`src/rtl/shift_reg_test_sequencer.sv`:
```
// Sequences a socketed 74194 through a clear, all 256 {S,SR,SL,D} vectors and a final clear.
// Each chip clock is followed by a compare of the synchronised Q against a golden model.
module shift_reg_test_sequencer #(
  parameter int SETTLE_CYCLES = 4,
  parameter int HIGH_CYCLES   = 2,
  parameter bit STOP_ON_FAIL  = 1'b1
) (
  input  logic       Clk,
  input  logic       Reset,
  input  logic       Run,
  input  logic       DISP_RSLT,
  input  logic [3:0] Q_in,
  output logic       CLR_n,
  output logic       CHIP_CLK,
  output logic [1:0] S,
  output logic       SR,
  output logic       SL,
  output logic [3:0] D,
  output logic       Busy,
  output logic       Done,
  output logic       RSLT,
  output logic [8:0] Fail_Vec,
  output logic [3:0] State_dbg
);

  // Handshake: Run is a level sampled only in IDLE; Done/RSLT hold in DONE until
  // DISP_RSLT is sampled high, which returns to IDLE (Run is then ignored that cycle).
  typedef enum logic [3:0] {
    IDLE, CLR_LO, CLR_SET, CLR_CHK, VEC_SETUP, VEC_HIGH, VEC_SET, VEC_CHK, DONE
  } state_t;

  localparam logic [7:0] SETTLE_LAST = 8'(SETTLE_CYCLES - 1);
  localparam logic [7:0] HIGH_LAST   = 8'(HIGH_CYCLES - 1);

  state_t      state_q, state_d;
  logic [7:0]  cnt_q, cnt_d;
  logic [7:0]  vec_q, vec_d;
  logic        final_q, final_d;
  logic        fail_q, fail_d;
  logic [8:0]  fail_vec_q, fail_vec_d;
  logic [3:0]  model_q, model_d;
  logic [3:0]  qs1_q, qs2_q;
  logic        mism;

  logic        clr_n_q, chip_clk_q, busy_q, done_q, rslt_q;
  logic [7:0]  drv_q, drv_d;

  function automatic logic [3:0] model_step(input logic [3:0] m, input logic [7:0] v);
    case (v[7:6])
      2'b00:   model_step = m;
      2'b01:   model_step = {m[2:0], v[5]};
      2'b10:   model_step = {v[4], m[3:1]};
      default: model_step = v[3:0];
    endcase
  endfunction

  always_comb begin
    state_d    = state_q;
    cnt_d      = cnt_q + 8'd1;
    vec_d      = vec_q;
    final_d    = final_q;
    fail_d     = fail_q;
    fail_vec_d = fail_vec_q;
    model_d    = model_q;
    mism       = 1'b0;
    case (state_q)
      IDLE: begin
        cnt_d = '0;
        if (Run) begin
          state_d    = CLR_LO;
          fail_d     = 1'b0;
          fail_vec_d = '0;
          vec_d      = '0;
          final_d    = 1'b0;
        end
      end
      CLR_LO: begin
        model_d = '0;
        if (cnt_q == HIGH_LAST) begin
          state_d = CLR_SET;
          cnt_d   = '0;
        end
      end
      CLR_SET: begin
        if (cnt_q == SETTLE_LAST) begin
          state_d = CLR_CHK;
          cnt_d   = '0;
        end
      end
      CLR_CHK: begin
        cnt_d   = '0;
        mism    = (qs2_q != 4'h0);
        state_d = final_q ? DONE : VEC_SETUP;
      end
      VEC_SETUP: begin
        // Model advances on the same edge that raises CHIP_CLK.
        if (cnt_q == SETTLE_LAST) begin
          state_d = VEC_HIGH;
          cnt_d   = '0;
          model_d = model_step(model_q, vec_q);
        end
      end
      VEC_HIGH: begin
        if (cnt_q == HIGH_LAST) begin
          state_d = VEC_SET;
          cnt_d   = '0;
        end
      end
      VEC_SET: begin
        if (cnt_q == SETTLE_LAST) begin
          state_d = VEC_CHK;
          cnt_d   = '0;
        end
      end
      VEC_CHK: begin
        cnt_d = '0;
        mism  = (qs2_q != model_q);
        if (vec_q == 8'hFF) begin
          state_d = CLR_LO;
          final_d = 1'b1;
        end else begin
          state_d = VEC_SETUP;
          vec_d   = vec_q + 8'd1;
        end
      end
      DONE: begin
        cnt_d = '0;
        if (DISP_RSLT) state_d = IDLE;
      end
      default: begin
        state_d = IDLE;
        cnt_d   = '0;
      end
    endcase

    // Only the first failure is recorded.
    if (mism && !fail_q) begin
      fail_d = 1'b1;
      if (state_q == CLR_CHK) fail_vec_d = final_q ? 9'h1FF : 9'h100;
      else                    fail_vec_d = {1'b0, vec_q};
      if (STOP_ON_FAIL) state_d = DONE;
    end
  end

  always_comb begin
    drv_d = '0;
    if (state_d == VEC_SETUP || state_d == VEC_HIGH || state_d == VEC_SET || state_d == VEC_CHK)
      drv_d = vec_d;
  end

  always_ff @(posedge Clk or posedge Reset) begin
    if (Reset) begin
      state_q    <= IDLE;
      cnt_q      <= '0;
      vec_q      <= '0;
      final_q    <= 1'b0;
      fail_q     <= 1'b0;
      fail_vec_q <= '0;
      model_q    <= '0;
      qs1_q      <= '0;
      qs2_q      <= '0;
      clr_n_q    <= 1'b1;
      chip_clk_q <= 1'b0;
      drv_q      <= '0;
      busy_q     <= 1'b0;
      done_q     <= 1'b0;
      rslt_q     <= 1'b0;
    end else begin
      state_q    <= state_d;
      cnt_q      <= cnt_d;
      vec_q      <= vec_d;
      final_q    <= final_d;
      fail_q     <= fail_d;
      fail_vec_q <= fail_vec_d;
      model_q    <= model_d;
      qs1_q      <= Q_in;
      qs2_q      <= qs1_q;
      // Pin drivers are registered off the next state so the chip sees glitch-free edges.
      clr_n_q    <= (state_d != CLR_LO);
      chip_clk_q <= (state_d == VEC_HIGH);
      drv_q      <= drv_d;
      busy_q     <= (state_d != IDLE) && (state_d != DONE);
      done_q     <= (state_d == DONE);
      rslt_q     <= (state_d == DONE) && !fail_d;
    end
  end

  assign CLR_n     = clr_n_q;
  assign CHIP_CLK  = chip_clk_q;
  assign S         = drv_q[7:6];
  assign SR        = drv_q[5];
  assign SL        = drv_q[4];
  assign D         = drv_q[3:0];
  assign Busy      = busy_q;
  assign Done      = done_q;
  assign RSLT      = rslt_q;
  assign Fail_Vec  = fail_vec_q;
  assign State_dbg = state_q;

endmodule
```
`config.mk`:
```
export PLATFORM = sky130hd
export DESIGN_NAME = shift_reg_test_sequencer
export DESIGN_NICKNAME = d
export VERILOG_FILES = /design/src/rtl/shift_reg_test_sequencer.sv
export SDC_FILE = /design/constraint.sdc
export NUM_CORES = 1
export LEC_CHECK = 0
export ABC_AREA = 0
export CAP_MARGIN = 25
export CORE_UTILIZATION = 49
export DETAILED_ROUTE_END_ITERATION = 10
export PLACE_DENSITY = 0.84
export SETUP_SLACK_MARGIN = 0.5
export SLEW_MARGIN = 30
export SYNTH_ARGS = -nofsm -noshare
export SYNTH_HDL_FRONTEND = slang
export SYNTH_SLANG_ARGS = --single-unit
```
`constraint.sdc`:
```
create_clock -name Clk -period 2 [get_ports Clk]
set_input_delay 0.3 -clock Clk [delete_from_list [all_inputs] [get_ports Clk]]
set_output_delay 0.3 -clock Clk [all_outputs]
set_load 0.02 [all_outputs]
```
**After elaboration in Yosys (flattened, before gate mapping)**

Index checks and enable logic that the tools add are counted.

- Output and inout port bits: 26
- Register bits: 56
- Bits of input ports: 8
- Logic and storage cells: 96

- Mux-type cells: 33
- Add/subtract/negate cells: 2
- Reduce and logical (&&, ||, !) cells: 21
- Eq/ne operators: 25

Operators by type and width:

| operator | number |
|---|---|
| $mux W8 | 6 |
| $mux W4 | 10 |
| $mux W9 | 4 |
| $pmux W4 S9 | 1 |
| $eq A4 B3 Y1 const B | 8 |
| $pmux W8 S2 | 2 |
| $add A8 B1 Y8 const B | 2 |
| $pmux W4 S3 | 1 |
| $eq A4 B2 Y1 const B | 2 |
| $eq A4 B4 Y1 const B | 2 |
| $eq A8 B1 Y1 const B | 1 |
| $eq A8 B2 Y1 const B | 1 |
| $eq A8 B8 Y1 const B | 1 |
| $ne A2 B2 Y1 const B | 4 |
| $pmux W4 S2 | 1 |
| $reduce_bool A2 Y1 | 4 |
| $reduce_bool A4 Y1 | 2 |
| $reduce_and A3 Y1 | 2 |
| $mux W1 | 5 |
| $eq A4 B1 Y1 const B | 1 |
| $logic_not A4 Y1 | 1 |
| $ne A4 B1 Y1 const B | 1 |
| $ne A4 B4 Y1 | 1 |
| $ne A4 B4 Y1 const B | 1 |
| 11 further kinds | 17 |

**Logic depth before layout (Yosys ltp)**

Gate-level depths: netlist (run 1).

- Depth in word-level cells: 9
- Mapped depth: 7
- Depth with buffers taken out: 6

**Least setup slack after synthesis (run 1)**

OpenSTA, ideal clock, no wires.

- Kind: reg-to-reg
- Start point: register state_q[1] (netlist: State_dbg[1])
- End point: register drv_q[1]
- Stages on the path, launching flop included: 7
- Period minus slack after synthesis: 1.958 ns
- Path slack: 0.042 ns
- Library setup time: 0.127 ns
- Arrival time: 1.830 ns
- Required time: 1.873 ns
- Buffers on the path: 1
- Cell sequence: dfrtp_1 > clkbuf_1 > or4b_1 > a21oi_2 > o21ai_0 > a32o_1 > nor2b_1

- Elaborated cells between the ends (all ways): 29
- Those cells by class: eq/ne: 12; mux: 12; reduce/logical: 5

RTL lines:

| element | line | RTL |
|---|---|---|
| start, declared | 35 | `state_t state_q, state_d;` |
| start signal, assigned | 169 | `state_q <= state_d;` |
| $eq A4 B3 Y1 / $logic_not A4 Y1 (equally long branches) | 66 | `case (state_q)` |
| $pmux W8 S2 (*) | 66 |  |
| net vec_d[1] | 37 | `logic [7:0] vec_q, vec_d;` |
| $mux W8 (*) | 147 | `if (state_d == VEC_SETUP \|\| state_d == VEC_HIGH \|\| state_d == VEC_SET \|\| state_d == VEC_CHK)` |
| net drv_d[1] | 46 | `logic [7:0] drv_q, drv_d;` |
| end signal, assigned | 181 | `drv_q <= drv_d;` |
| end, declared | 46 |  |

The timed path passes the listed nets; every way through them passes the cells marked *.
A chain may end at the register's enable or synchronous reset.

**Worst setup path in the final report (run 1)**

- Start point: register vec_q[7]
- End point: register drv_q[2]

- Elaborated cells between the ends (all ways): 14
- Those cells by class: eq/ne: 5; mux: 6; reduce/logical: 3

RTL lines:

| element | line | RTL |
|---|---|---|
| start, declared | 37 |  |
| start signal, assigned | 171 | `vec_q <= vec_d;` |
| $eq A8 B8 Y1 | 118 | `if (vec_q == 8'hFF) begin` |
| $mux W8 | 118 |  |
| $pmux W8 S2 | 66 |  |
| net vec_d[2] | 37 |  |
| $mux W8 | 147 |  |
| net drv_d[2] | 46 |  |

The timed path passes the listed nets, and every way through them passes these cells.

==> results of run 1 <==
## cells in the final DEF, fill, tap and decap left out, types with 3 or more instances in the layout
| cell | count |
|---|---|
| sky130_fd_sc_hd__buf_12 | 6 |
| sky130_fd_sc_hd__nand3_2 | 6 |
| sky130_fd_sc_hd__o21ai_2 | 11 |
| sky130_fd_sc_hd__nand2_2 | 4 |
| sky130_fd_sc_hd__nand3_4 | 3 |
| sky130_fd_sc_hd__nor2_2 | 5 |
| sky130_fd_sc_hd__clkbuf_2 | 3 |
| sky130_fd_sc_hd__dfrtp_2 | 4 |
| sky130_fd_sc_hd__a211oi_1 | 4 |
| sky130_fd_sc_hd__buf_6 | 11 |
| sky130_fd_sc_hd__nor2_1 | 19 |
| sky130_fd_sc_hd__dlygate4sd2_1 | 22 |
| sky130_fd_sc_hd__a21oi_2 | 4 |
| sky130_fd_sc_hd__mux2_1 | 4 |
| sky130_fd_sc_hd__o21ai_4 | 3 |
| sky130_fd_sc_hd__or3_1 | 3 |
| sky130_fd_sc_hd__a22oi_1 | 4 |
| sky130_fd_sc_hd__xnor2_1 | 5 |
| sky130_fd_sc_hd__dfrtp_1 | 51 |
| sky130_fd_sc_hd__xor2_1 | 5 |
| sky130_fd_sc_hd__clkbuf_8 | 6 |
| sky130_fd_sc_hd__inv_1 | 5 |
| sky130_fd_sc_hd__a21oi_4 | 4 |
| sky130_fd_sc_hd__and3_1 | 3 |
| sky130_fd_sc_hd__nand2_1 | 9 |
| sky130_fd_sc_hd__ha_1 | 7 |
| sky130_fd_sc_hd__a21oi_1 | 14 |
| sky130_fd_sc_hd__clkdlybuf4s50_1 | 7 |
| sky130_fd_sc_hd__nor2b_1 | 4 |
| sky130_fd_sc_hd__nand3b_1 | 3 |
| sky130_fd_sc_hd__buf_4 | 29 |
| sky130_fd_sc_hd__nand3_1 | 11 |
## metal layers
metal / up-vias / global-route usage, %
li1: 1069 / -
met3: 97 / 7.59
met2: 273 / 55.1
met5: - / 0
met1: 1315 / 36.2
met4: 0 / 18.2
## synth_stat cells (all sizes together) (2+ instances only)
master | number | share of area (%)
a22oi | 4 | 1.2
nor3 | 4 | 1.2
a211oi | 5 | 1.5
nand2 | 16 | 2.3
ha | 7 | 3.4
a31oi | 2 | 0.48
nand3 | 20 | 3.9
nand4 | 2 | 0.48
clkbuf | 7 | 1.0
o31ai | 2 | 0.58
nor2b | 5 | 1.2
mux2 | 4 | 1.7
nand3b | 3 | 0.87
dfrtp | 55 | 53
nor2 | 24 | 3.5
o21ai | 17 | 3.3
xnor2 | 5 | 1.7
inv | 7 | 1.0
a21o | 2 | 0.58
and3 | 6 | 1.5
or4 | 2 | 0.73
or3 | 3 | 0.73
xor2 | 5 | 1.7
a21oi | 22 | 4.4
buf | 4 | 0.73
## report_power, final
part / leakage [nW] / internal [mW] / switching, mW / total (mW)
Sequential: 0.744 / 1.28 / 0.169 / 1.45
Clock: 0.0445 / 0.283 / 0.400 / 0.683
Combinational: 1.03 / 0.916 / 1.23 / 2.14
## stage by stage
| step | instance area (um^2) | utilization [%] | TNS (ns) | setup WS (ns) |
|---|---|---|---|---|
| 6_report | 3970 | 78.2 | -1.14 | -0.159 |
| 5_1_grt | 3970 | 78.2 | -3.03 | -0.212 |
| 4_1_cts | 3780 | 74.6 | -0.000475 | -0.000475 |
| 3_5_place_dp | 3200 | 63.0 | -0.120 | -0.0546 |
| 3_3_place_gp | 3200 | 63.0 | -0.0339 | -0.0296 |
| 2_1_floorplan | 2720 | - | 0 | 0.0767 |
## logic make-up (layout without fill, tap and decap cells)
family / count (synthesis) / after routing / synth area share [%]
muxes: 4 / 4 / 1.75
DFF: 56 / 56 / 54.4
AOI/OAI and AO/OA: 63 / 63 / 15.2
buffers and inverters: 18 / 100 / 2.76
and+or+nand+nor: 93 / 94 / 19.1
adders and majority gates: 7 / 7 / 3.39
xor gates and xnor gates: 10 / 10 / 3.39
## worst max-delay path by stage
stage                 endpoint  slack, ns  cells past startpoint
finish                drv_q[2]      -0.16                      6
global route          drv_q[2]      -0.21                      6
CTS                 model_q[1]    -0.0005                      5
detailed placement    drv_q[1]      -0.05                      6
global placement      drv_q[1]      -0.03                      6
floorplan           model_q[0]       0.08                      5
## cell type report
class / count / area (um^2)
multi-input cells: 178 / 1490
flip-flops and latches: 56 / 1410
fillers: 254 / 1110
repair buffers: 85 / 860
well taps: 70 / 87.6
clock buffers: 7 / 86.3
inverters: 7 / 30.0
clock inverters: 1 / 7.51
## what timing repair did
item / CTS / global route
buffers inserted: 24 / 7
gates cloned: 3 / 1
pin swaps: 18 / 11
setup endpoints to repair: 72 / 52
gates resized for setup: 81 / 35
## flip-flops by register name (all words and copies together), names as in the netlist, 4 cells and up
name and count:
drv_q 8, qs2_q 4, cnt_q 8, Fail_Vec 9, model_q 4, vec_q 8
State_dbg 4, qs1_q 4
## critical path: stages, from the launching register on
cell,delay [ns]
sky130_fd_sc_hd__dfrtp_1,0.53
sky130_fd_sc_hd__ha_1,0.33
sky130_fd_sc_hd__nand3_1,0.30
sky130_fd_sc_hd__nor2_2,0.28
sky130_fd_sc_hd__o21ai_0,0.20
sky130_fd_sc_hd__a21oi_4,0.28
sky130_fd_sc_hd__and3_4,0.22
==> flow_summary.ini, run 1 <==
[routing]
drt_iter0_drc = 583
num_vias = 2754
detailroute.wirelength.met2_mm = 4.89
met1Wirelength_mm = 3.56
highest-signal-layer = met4
drt_pass1_iterations = 5
met3RoutedLength_mm = 1.29
antenna_left = 0
detail_route.drc_violations = 0
drt-wirelength-per-cell_um = 26.0
route.final.wire_length_mm = 10.5
via_per_inst = 6.82

[clocking]
cts-hold-fix-buffers = 0
clock_tree_root_driver_cell = sky130_fd_sc_hd__clkbuf_8
tritoncts.num_buffers = 5
cts.path.max_buffers = 2
ctsHtreeMaxLevel = 2
clock_insertion_delay_worst_skew_ns = 0.34
total_number_of_clock_tree_sinks = 56
path_clk_slew_ns = 0.12
clock_tree_from_tritoncts = done

[die]
initial_core_util_pct = 50.8
rows = 26
die_y_um = 74.6
core-area_um2 = 5070
ioPinCount = 34
die_area_um2 = 5560
die-width_um = 74.6

[finish]
syn_to_final_growth_pct = 53.8
drive_above_1_share_pct = 41.0
final-instance-count-excl-fill = 404
num_antenna_cells = 0
num-nets-final = 348

[worst_setup_path]
cp_data_arrival_time_ns = 2.43
timing.rr.start = vec_q[7]
cp-end-kind = flip-flop
required_ns = 2.27
reg2reg_setup_slack_ns = -0.16
critical_path.reg2reg.endpoint = drv_q[2]
timing_worst_setup_path_type = flip-flop to flip-flop
ff2ff_path_depth = 6
setup.worst_path.start = vec_q[7]
worst-path-max-fanout = 5
worst_setup_path_start_kind = flip-flop

[timing]
final_worst_setup_slack_ns = -0.159
holdWs_ns = 0.298
worst_slew_pin_tran_ns = 0.430
slew_viol_final = 0
final_hold_viol_count = 0
final_min_period_over_clock_period_pct = 108
period_needed_ns = 2.16
setup-violations-final = 26
unrepaired_setup_endpoints_after_global_routing = yes
achievable-frequency_mhz = 463
clock-skew-final_ns = 0.0326
relSlewSlack_pct = 71.3

[global_route]
grtUsageTotal_pct = 31.9
grt_pass1_vias = 2574
grt_first_pass_wirelength_mm = 12.9
overflow = 0
grt_max_degree = 40
antenna_found_initial = 1

[yosys]
postSynth.asyncResetShare_pct = 100
synthesized_area_per_cell_um2 = 10.3
synthesis.instances = 251
synthesis.area_um2 = 2580
syn_nets = 266
synth-seq-cells = 56
synthDistinctLibCells = 48
ys_seq_area_share_pct = 54.4
synth_enable_flop_cells = 0
ys.warnings.count = 0
synth-main-ff-cell = sky130_fd_sc_hd__dfrtp_1

[power]
peak_ir_drop_on_the_vdd_network_mv = 0.680
design_power_total_mw = 4.27
leakage_nw = 1.82
powerDensity_nw_per_um2 = 1080

[run_status]
violations_in_the_final_reports = setup timing
run_status = finished with violations

[placement]
placer_congestion_estimate = 0.889
placed_cells_incl_taps = 361
placement.io_buffers = 33
dp_hpwl_mm = 4.17

[hold_path]
timing.hold.worst.class = input port to asynchronous set/reset pin

[job]
max_cap_violations = 0
(Power assumes the default switching activity.)
==> run 2: changes to the inputs <==
--- a/config.mk
+++ b/config.mk
@@ -7,6 +7,7 @@
 export LEC_CHECK = 0
 export ABC_AREA = 0
 export CAP_MARGIN = 25
+export CORE_ASPECT_RATIO = 1.25
 export CORE_UTILIZATION = 49
 export DETAILED_ROUTE_END_ITERATION = 10
 export PLACE_DENSITY = 0.84
==> flow_summary.ini, run 2 (synthesis gave the netlist of run 1 again) <==
[clocking]
tritoncts.num_buffers = 5
path_clk_slew_ns = 0.11
clock_tree_from_tritoncts = done
clock_tree_root_driver_cell = sky130_fd_sc_hd__clkbuf_8
cts-hold-fix-buffers = 0
ctsHtreeMaxLevel = 2
total_number_of_clock_tree_sinks = 56
cts.path.max_buffers = 2
clock_insertion_delay_worst_skew_ns = 0.32

[finish]
max_ffs_per_register = 9
finalCoreUtilization_pct = 75.9
most_used_cells_in_the_layout_excluding_fill_and_tap_cells = sky130_fd_sc_hd__dfrtp_1, sky130_fd_sc_hd__buf_4, sky130_fd_sc_hd__dlygate4sd2_1
num-nets-final = 346
final_common_cell = sky130_fd_sc_hd__dfrtp_1
syn_to_final_growth_pct = 49.5
num_antenna_cells = 0
drive_above_1_share_pct = 38.6

[routing]
antenna_left = 0
detail_route.drc_violations = 0
met3RoutedLength_um = 624
route.final.wire_length_mm = 8.19
met1Wirelength_mm = 2.81
via_per_inst = 6.29
drt_pass1_iterations = 5
drt-wirelength-per-cell_um = 20.8
highest-signal-layer = met4
num_vias = 2478
detailroute.wirelength.met2_mm = 4.23
drt_iter0_drc = 207

[placement]
placement.io_buffers = 33
dp_hpwl_mm = 3.97
placer_congestion_estimate = 0.855

[timing]
relSlewSlack_pct = 72.9
timing.setup.tns_ns = -0.237
worst_slew_pin_tran_ns = 0.403
final_worst_setup_slack_ns = -0.0619
period_needed_ns = 2.06
unrepaired_setup_endpoints_after_global_routing = yes
final_hold_viol_count = 0
setup-violations-final = 8
achievable-frequency_mhz = 485
slew_viol_final = 0
final_min_period_over_clock_period_pct = 103
clock-skew-final_ns = 0.0188

[hold_path]
min_to = qs2_q[2]
hold_path_depth = 0
timing.hold.worst.class = flip-flop to flip-flop
worstHoldStart = qs1_q[2]

[worst_setup_path]
ff2ff_path_depth = 7
cpMaxStageDelayCell = sky130_fd_sc_hd__dfrtp_2
worst_path_bufs_invs = 3
reg2reg_setup_slack_ns = -0.06
timing.rr.start = State_dbg[1]
critical_path.reg2reg.endpoint = Fail_Vec[4]
cp_data_arrival_time_ns = 2.27
required_ns = 2.21
worstPathCellList = buf_4 -> and4b_1 -> a21oi_1 -> a311o_2 -> buf_12 -> clkbuf_16 -> o21ai_2
path_delay_family = compound AO/OA/AOI/OAI gates
cpPeakStageDelay_ns = 0.46
worst-path-max-fanout = 8
cp-end-kind = flip-flop
timing_worst_setup_path_type = flip-flop to flip-flop
worst_setup_path_start_kind = flip-flop

[global_route]
grt_first_pass_wirelength_mm = 10.4
antenna_found_initial = 0
overflow = 0
grt_max_degree = 57
grtUsageTotal_pct = 25.1
grt_pass1_vias = 2261

[die]
die-width_um = 66.9
rows = 29
initial_core_util_pct = 50.8
ioPinCount = 34
core-area_um2 = 5080
die_area_um2 = 5560
die_y_um = 83.1

[power]
peak_ir_drop_on_the_vdd_network_mv = 0.598
powerDensity_nw_per_um2 = 1030
leakage_nw = 1.77
design_power_total_mw = 3.99

[run_status]
violations_in_the_final_reports = setup timing
run_status = finished with violations

[job]
max_cap_violations = 0
-- run 2: cell count changes in the layout (fill, tap and decap cells not counted), sizes merged --
cell	before	now
clkinvlp	2	1
clkbuf	11	9
clkdlybuf4s15	0	2
buf	52	50
clkinv	0	1
-- run 2: worst max path at each step --
stage,to,depth (start not counted),from
global placement,drv_q[1],6,Run
CTS,model_q[1],5,cnt_q[3]
finish,Fail_Vec[4],7,State_dbg[1]
floorplan,model_q[0],5,cnt_q[3]
detailed placement,model_q[2],5,cnt_q[3]
global route,Fail_Vec[4],7,State_dbg[1]
-- run 2: per-stage QoR --
stage / instance area (um^2) / std cells / worst slack (ns) / hold WS (ns)
2_1_floorplan: 2720 / 251 / 0.0767 / 0.331
3_3_place_gp: 3200 / 355 / 0.0171 / 0.331
3_5_place_dp: 3200 / 355 / -0.0362 / 0.339
4_1_cts: 3480 / 379 / -0.0313 / 0.361
5_1_grt: 3860 / 394 / -0.125 / 0.373
6_report: 3860 / 394 / -0.0619 / 0.359
-- run 2: final cells by class --
cell class / count / area, um^2
Fill cell: 291 / 1220
Multi-Input combinational cell: 178 / 1460
Tap cell: 62 / 77.6
Timing Repair Buffer: 83 / 797
Clock buffer: 7 / 76.3
Sequential cell: 56 / 1410
Clock inverter: 1 / 8.76
Inverter: 7 / 30.0
-- run 2: power breakdown --
group	switching, mW	total (mW)	internal (mW)
clock	0.363	0.614	0.251
combinational	1.09	1.97	0.880
sequential	0.125	1.41	1.28
-- run 2: metal layers --
layer | GRT usage, % | vias up
li1 | - | 1060
met1 | 29.1 | 1204
met2 | 42.8 | 146
met3 | 4.26 | 68
met4 | 13.7 | 0
met5 | 0 | -
-- run 2: timing repair --
action                                  in CTS  in global routing
cloned                                       1                  2
endpoints found under the setup margin      73                 51
resized for setup                           61                 49
setup buffers                               15                 13
pin swaps                                   13                 12
